[src/rtl/rr_grant_scheduler.sv]
// N-way round-robin arbiter with bounded tenure; registered outputs, 1-cycle req-to-gnt latency.
// Owner holds until it drops req or hits MAX_HOLD, then hands over back-to-back or goes idle.
module rr_grant_scheduler #(
   parameter int N        = 4,
   parameter int ID_W     = 2,
   parameter int MAX_HOLD = 8,
   parameter int CNT_W    = 8
) (
   input  logic            clock,
   input  logic            reset,
   input  logic [N-1:0]    req,
   output logic [N-1:0]    gnt,
   output logic [ID_W-1:0] gnt_id,
   output logic            busy,
   output logic            timeout
);

   typedef enum logic {IDLE, GRANT} state_t;

   state_t            state, state_n;
   logic [ID_W-1:0]   ptr, ptr_n, gnt_id_n, win;
   logic [CNT_W-1:0]  cnt, cnt_n;
   logic [N-1:0]      gnt_n, cand, owner_oh;
   logic              busy_n, timeout_n, found, at_limit, rel;
   int                idx, nxt;

   // The current owner is masked out so a releasing owner never wins its own handover.
   always_comb begin
      owner_oh         = '0;
      owner_oh[gnt_id] = 1'b1;
      cand             = (state == GRANT) ? (req & ~owner_oh) : req;
      found            = 1'b0;
      win              = '0;
      idx              = 0;
      for (int i = 0; i < N; i++) begin
         idx = int'(ptr) + i;
         if (idx >= N) idx = idx - N;
         if (!found && cand[idx[ID_W-1:0]]) begin
            found = 1'b1;
            win   = idx[ID_W-1:0];
         end
      end
      nxt = int'(win) + 1;
      if (nxt == N) nxt = 0;
   end

   assign at_limit = (cnt == CNT_W'(MAX_HOLD - 1));
   assign rel      = !req[gnt_id] || at_limit;

   always_comb begin
      state_n   = state;
      ptr_n     = ptr;
      cnt_n     = cnt;
      gnt_n     = gnt;
      gnt_id_n  = gnt_id;
      busy_n    = busy;
      timeout_n = 1'b0;
      if (state == GRANT && !rel) begin
         cnt_n = cnt + CNT_W'(1);
      end else begin
         if (state == GRANT) timeout_n = req[gnt_id] && at_limit;
         if (found) begin
            gnt_n      = '0;
            gnt_n[win] = 1'b1;
            gnt_id_n   = win;
            busy_n     = 1'b1;
            cnt_n      = '0;
            ptr_n      = nxt[ID_W-1:0];
            state_n    = GRANT;
         end else begin
            gnt_n   = '0;
            busy_n  = 1'b0;
            state_n = IDLE;
         end
      end
   end

   always_ff @(posedge clock) begin
      if (reset) begin
         state   <= IDLE;
         ptr     <= '0;
         cnt     <= '0;
         gnt     <= '0;
         gnt_id  <= '0;
         busy    <= 1'b0;
         timeout <= 1'b0;
      end else begin
         state   <= state_n;
         ptr     <= ptr_n;
         cnt     <= cnt_n;
         gnt     <= gnt_n;
         gnt_id  <= gnt_id_n;
         busy    <= busy_n;
         timeout <= timeout_n;
      end
   end

endmodule

[config.mk]
export PLATFORM = sky130hd
export DESIGN_NAME = rr_grant_scheduler
export DESIGN_NICKNAME = d
export VERILOG_FILES = /design/src/rtl/rr_grant_scheduler.sv
export SDC_FILE = /design/constraint.sdc
export NUM_CORES = 1
export LEC_CHECK = 0
export ABC_AREA = 1
export BUFFER_PORTS_ARGS = -buffer_cell sky130_fd_sc_hd__clkbuf_2
export CAP_MARGIN = 20
export CORE_ASPECT_RATIO = 1.75
export CORE_MARGIN = 1
export CORE_UTILIZATION = 40
export DETAILED_ROUTE_END_ITERATION = 7
export PLACE_DENSITY = 0.57
export SLEW_MARGIN = 40
export SYNTH_ARGS = -nofsm -noshare
export SYNTH_HDL_FRONTEND = slang
export SYNTH_SLANG_ARGS = --single-unit
[constraint.sdc]
create_clock -name clock -period 1.79 [get_ports clock]
set_input_delay 0.2685 -clock clock [delete_from_list [all_inputs] [get_ports clock]]
set_output_delay 0.2685 -clock clock [all_outputs]
set_load 0.02 [all_outputs]
* Yosys cells after proc, flatten, opt, wreduce, memory -nomap -nowiden *
Index checks and enable logic that the tools add are counted.

cells by class
  $add $sub $neg = 9
  magnitude comparators = 12
  equality and inequality tests = 2
  muxes and demuxes = 32
  bitwise logic cells = 4
  reductions and logical operators = 16

operators by type and width
  kind                   number
  $lt A2 B3 Y1 const B   6
  $mux W2                9
  $mux W8                2
  $mux W1                12
  $bmux W1 S2            5
  $ge A3 B3 Y1 const B   3
  $add A8 B1 Y8 const B  1
  $eq A8 B3 Y1 const B   1
  $mux W4                2
  $sub A2 B1 Y2 const B  4
  $logic_and A1 B1 Y1    7
  $add A2 B1 Y3 const B  2
  $add A2 B2 Y3 const B  2
  $logic_not A1 Y1       5
  $and A4 B4 Y4          1
  $demux W1 S2           2
  $ge A2 B1 Y1 const B   2
  $not A4 Y4             1
  $eq A3 B3 Y1 const B   1
  $ge A2 B3 Y1 const B   1
  $reduce_or A3 Y1       1
  $not A1 Y1             2
  $reduce_and A2 Y1      1
  $reduce_bool A2 Y1     1
  $logic_or A1 B1 Y1     1

storage, ports and cells
  register bits = 18
  output and inout bits = 8
  logic and storage cells = 81

* Logic depth before layout (Yosys ltp) *
  depth after elaboration = 24
  gate-level depth with buffers = 15

* Worst setup path after synthesis *
Ideal clock, no wire load.

  path type = register to register
  from = reg state
  to = reg ptr[1]
  arrival = 1760 ps
  data required time = 1668 ps
  slack = -93 ps
  stages on the path, launching flop included = 11
  buffers on the path = 0
  clock period less this slack = 1883 ps
  cells stage by stage = dfxtp_1 nand3_1 nand3_1 nand2_1 o21ai_4 nand4_4 nand2_1 nand2_2 ha_1 nand2_1 o21ai_1

RTL lines
  item                    RTL line  source
  start, declared         20        state_t state, state_n;
  start signal, assigned  88        state <= state_n;
  end signal, assigned    89        ptr <= ptr_n;
  end, declared           21        logic [ID_W-1:0] ptr, ptr_n, gnt_id_n, win;

* Worst setup path in the final report *
  from = reg gnt_id[0]
  to = reg gnt[1]

on the way
  word-level cells in the longest chain between the ends = 24
  elaborated cells on any way between the ends = 42

ends and longest elaborated chain
  item                                                                RTL line  source
  start, declared                                                     13        output logic [ID_W-1:0] gnt_id,
  start signal, assigned                                              92        gnt_id <= gnt_id_n;
  $lt A2 B3 Y1 (not written as such) or $ge A2 B1 Y1 (tied branches)  30        owner_oh[gnt_id] = 1'b1;
  $logic_and A1 B1 Y1 (not written as such)                           30
  $mux W1 (not written as such)                                       30
  $demux W1 S2 *                                                      30
  $not A4 Y4 *                                                        31        cand = (state == GRANT) ? (req & ~owner_oh) : req;
  $and A4 B4 Y4 *                                                     31
  $mux W4 *                                                           31
  $bmux W1 S2                                                         38        if (!found && cand[idx[ID_W-1:0]]) begin
  [9 not listed]                                                      n/a
  $logic_and A1 B1 Y1                                                 38
  $mux W2 *                                                           38
  via win[1]                                                          21
  $lt A2 B3 Y1 (not written as such) or $ge A2 B1 Y1 (tied branches)  64        gnt_n[win] = 1'b1;
  $logic_and A1 B1 Y1 (not written as such)                           64
  $mux W1 (not written as such)                                       64
  $demux W1 S2 *                                                      64
  $mux W4 *                                                           62        if (found) begin
  end signal, assigned                                                91        gnt <= gnt_n;
  end, declared                                                       12        output logic [N-1:0] gnt,

Mark *: on every way through the listed nets, which the timed path passes. The rest lies on a longest branch. The select of a mux whose other input is x is not followed.
A chain may end at the register's enable or synchronous reset.

==> impl.org <==
** Clocking
- In this run the number of H-tree levels came out at 1.
- CTS clock-pin slew for the worst setup and hold paths :: 60 ps
- No sink is reached through more buffers than the 2 on the longest clock path.
- Clk_lat worst skew :: 250 ps
- Clock tree from TritonCTS :: done
- After clock tree synthesis, the flow added hold-fix buffers numbering 0.
- Cell chosen for the clock root :: sky130_fd_sc_hd__clkbuf_8
- Total CTS buffers :: 3
- Clock sink count :: 18

** Floorplanning
- Area of the core :: 0.00272 mm2
- Vertical die dimension :: 72.7 um
- The die is about 42 um wide.
- Total Die Area :: 0.00309 mm2
- 14 I/O pins were placed.
- Starting density of the core :: between 40% and 50%
- The initialized floorplan defines 25 standard-cell rows.

** Route
- After detailed routing, the average wire length per cell comes to 14.1 um.
- Drc violations :: 0
- For this run, the detailed router's first-pass iteration total came to 4.
- The final layout contains routed wiring with a total length of 3150 um.
- Number of vias after detailed routing :: 1199
- Iteration-0 DRC Markers :: 16
- In the routed layout, each cell is associated on average with a via count of ~5.4.
- Post-route antenna net violation count :: 0

** Worst setup path
- Depth of the most critical reg-to-reg path :: 13
- The worst register-to-register path has a setup slack of -20 ps.
- Destination of the worst register-to-register timing path :: gnt[1]
- By startpoint and endpoint, the worst setup path is classified as reg2reg.
- Of all nets on the critical path, the largest fanout is 6.
- Worst path required time :: 1920 ps
- Arrival time of the worst setup path :: 1950 ps
- The worst setup path is launched from a flip-flop.
- Endpoint kind of the worst setup timing path :: flip-flop
- The startpoint identified for the worst register-to-register timing path is gnt_id[0].

** Yosys
- Top post-synthesis cells by count :: sky130_fd_sc_hd__nand2_1 (42), sky130_fd_sc_hd__nand3_1 (30), sky130_fd_sc_hd__dfxtp_1 (18)
- Fraction of registers with async set or reset after synthesis :: 0%
- When the netlist entered floorplanning its net count stood at 175.
- Yosys printed 0 warnings.
- After synthesis the netlist holds a flip-flop and latch count of 18.
- Synthesized area :: 0.00114 mm2
- Cell with the most instances after synthesis :: sky130_fd_sc_hd__nand2_1
- By area the synthesized netlist is led by sky130_fd_sc_hd__dfxtp_1 (32%), sky130_fd_sc_hd__nand2_1 (14%), sky130_fd_sc_hd__nand3_1 (13%), sky130_fd_sc_hd__ha_1 (5.5%), sky130_fd_sc_hd__a21oi_1 (5.3%).
- Of the synthesized area, sequential elements account for 31.5%.
- sky130_fd_sc_hd__dfxtp_1 takes more of the synthesized area than any other cell.
- The share of synthesized area in the top cell type comes to 31.5%.
- Number of flops mapped to enable cells by yosys :: 0
- Number of instances in the synthesized netlist :: 164
- Post-synthesis cell type count :: 28
- Mapped Avg Cell Area :: 6.97 um2
- The most used flip-flop cell after synthesis is sky130_fd_sc_hd__dfxtp_1.

** Place
- PortBufs :: 13
- Number of placed cells counting well taps :: 217
- HPWL Detailed :: approximately 2300 um
- Routability-driven placement finished with a final weighted congestion of between 0.7 and 0.8.

** STA
- Shortest clock period the worst path allows after layout :: 1810 ps
- Hold is met by 385 ps.
- Setup repair after global routing missed its margin :: true
- Clock skew on the completed layout was measured at 1.36 ps.
- Count of pins over their slew limit :: 0
- In this run the tightest slew margin relative to its limit is roughly 79%.
- Achievable clock frequency :: 551 MHz
- In the finished design, the share of the clock period the worst path needs comes to 101%.
- Worst Tran Pin Value :: slightly above 300 ps
- The final-report hold violation count came to 0.
- Count of endpoints failing setup in the final report :: 1
- Setup total negative slack on the finished layout was measured at -23.5 ps.
- Across all setup checks in the final design, the least slack found is -23.5 ps.

** Outcome
- The flow ran to the end, but the final reports show violations.
- The checks that failed: negative setup slack.

** Final layout
- Share of final-layout standard cells stronger than drive strength 1 :: 46.2%
- Layout-stage area growth over the synthesis result :: 44.5%
- FILL cells :: 262
- In the final design database the tool counted 210 nets.
- Non-Filler Instances :: around 220
- The repair_antennas step left the layout with diodes totalling 0.
- Cells fill 60.7% of the core in the end.

** Power
- In this run the static leakage power is 0.000696 uW.
- Dividing total power by cell area gives a power density of 1760 mW/mm2.
- Part of the total power dissipated in sequential elements :: approximately a fifth
- The analysis attributes to net switching a power of between 1000 and 1500 uW.
- Final Power :: 2910 uW
- Highest ir drop seen on vdd :: approximately 1.1 mV
- The internal portion of the total power is 1510 uW.
- The share of total power dissipated in the clock network is 9.4%.
- Combinational logic burns 70.1% of the power.
- Of the total power, the share spent switching nets is roughly half.

** Min path
- Hold Path Stages :: 2
- Hold/Removal Path Class :: in2reg
- The startpoint identified for the worst hold timing path is reset.
- The path with the worst hold slack has its endpoint at cnt[2].

** Flow run
- Count of maximum capacitance violations :: 0

** Global routing
- Entering global routing, the biggest net connects 14 pins.
- Via count of the first global-routing pass :: approximately 1200
- Across every metal layer, demand over resource in global routing totals between 20% and 30%.
- Remaining global-route overflow :: 0
- Initial antenna violation count :: 0
- Global-route wire length before repair :: approximately 5000 um
-- through the flow --
stage	worst slack, ps	instance area (um2)
floorplan	39.6	1150
global placement	-83.2	1350
detailed placement	-142	1350
CTS	-5.48	1440
global route	-123	1650
finish	-23.5	1650
-- area by class of cell --
class	instances	area (um2)	share of cell area, %
sequential	18	377	22.8
clock buffer	3	41.3	2.50
tap	27	33.8	2.04
multi-input combinational	128	922	55.8
inverter	16	67.6	4.09
timing repair buffer	32	211	12.8
-- sequential cells by signal, summed over array words and instances, names as in the netlist --
signal	cells
cnt	8
gnt	4
gnt_id	2
ptr	2
state	1
timeout	1
-- cells by family after synthesis --
kind of cell	Yosys count	synth area share (%)
DFF	18	31.5
xor gates and xnor gates	3	2.95
buffers and inverters	18	6.24
AOI/OAI and AO/OA	20	10.2
and+or+nand+nor	100	43.7
adders and majority gates	5	5.47
-- power groups by stage --
stage	Combinational, uW	Clock [uW]	Sequential (uW)
2_1_floorplan	913	0	612
3_3_place_gp	1390	0	558
3_5_place_dp	1430	0	562
4_1_cts	1570	285	562
5_1_grt	2220	302	607
6_report	2040	274	596
-- routing by layer --
layer	up-vias	routed length, um	global-route usage, %
met5	-	0	0
met3	4	34	1.49
met2	15	1930	42.4
met4	0	37	7.29
li1	616	-	-
met1	564	1150	20.5
-- critical path, cell delays in order, from the launching register on --
cell and delay (ps):
sky130_fd_sc_hd__dfxtp_4 380, sky130_fd_sc_hd__inv_4 80, sky130_fd_sc_hd__nand3_4 80, sky130_fd_sc_hd__nand3_4 80, sky130_fd_sc_hd__nand2_4 70, sky130_fd_sc_hd__o21ai_4 240, sky130_fd_sc_hd__nand3_1 110, sky130_fd_sc_hd__nor2_1 110
sky130_fd_sc_hd__nand2_1 90, sky130_fd_sc_hd__nand2_4 120, sky130_fd_sc_hd__inv_4 50, sky130_fd_sc_hd__ha_2 170, sky130_fd_sc_hd__nand2_2 70, sky130_fd_sc_hd__a21oi_2 50
-- worst max path at each step --
stage                     startpoint  slack [ps]  endpoint  cells after the start
after detailed placement      ptr[0]        -140    gnt[1]                     12
final                      gnt_id[0]         -20    gnt[1]                     13
after CTS                  gnt_id[0]          -5    gnt[1]                     13
after global placement        ptr[0]         -80    gnt[1]                     12
after global routing       gnt_id[1]        -120    gnt[0]                     15
after floorplan                state          40    ptr[1]                     10
-- timing repair --
action	in CTS	in global routing
endpoints found under the hold margin	0	0
gates resized for setup	7	47
buffers inserted	3	1
pin swaps	2	11
endpoints found under the setup margin	5	13
-- cells in the final DEF (no fill, tap or decap), drive strengths merged --
cell type / netlist / layout
buf: 1 / 19
and3: 1 / 1
o21ai: 6 / 6
xor2: 1 / 1
nand3: 32 / 32
nor3b: 1 / 1
or2: 2 / 2
nor3: 2 / 2
nand2: 47 / 47
clkbuf: 1 / 16
ha: 5 / 5
inv: 16 / 16
nand4: 4 / 4
o22ai: 1 / 1
xnor2: 2 / 2
nor2: 11 / 11
a21oi: 13 / 13
dfxtp: 18 / 18
(Power assumes the default switching activity.)
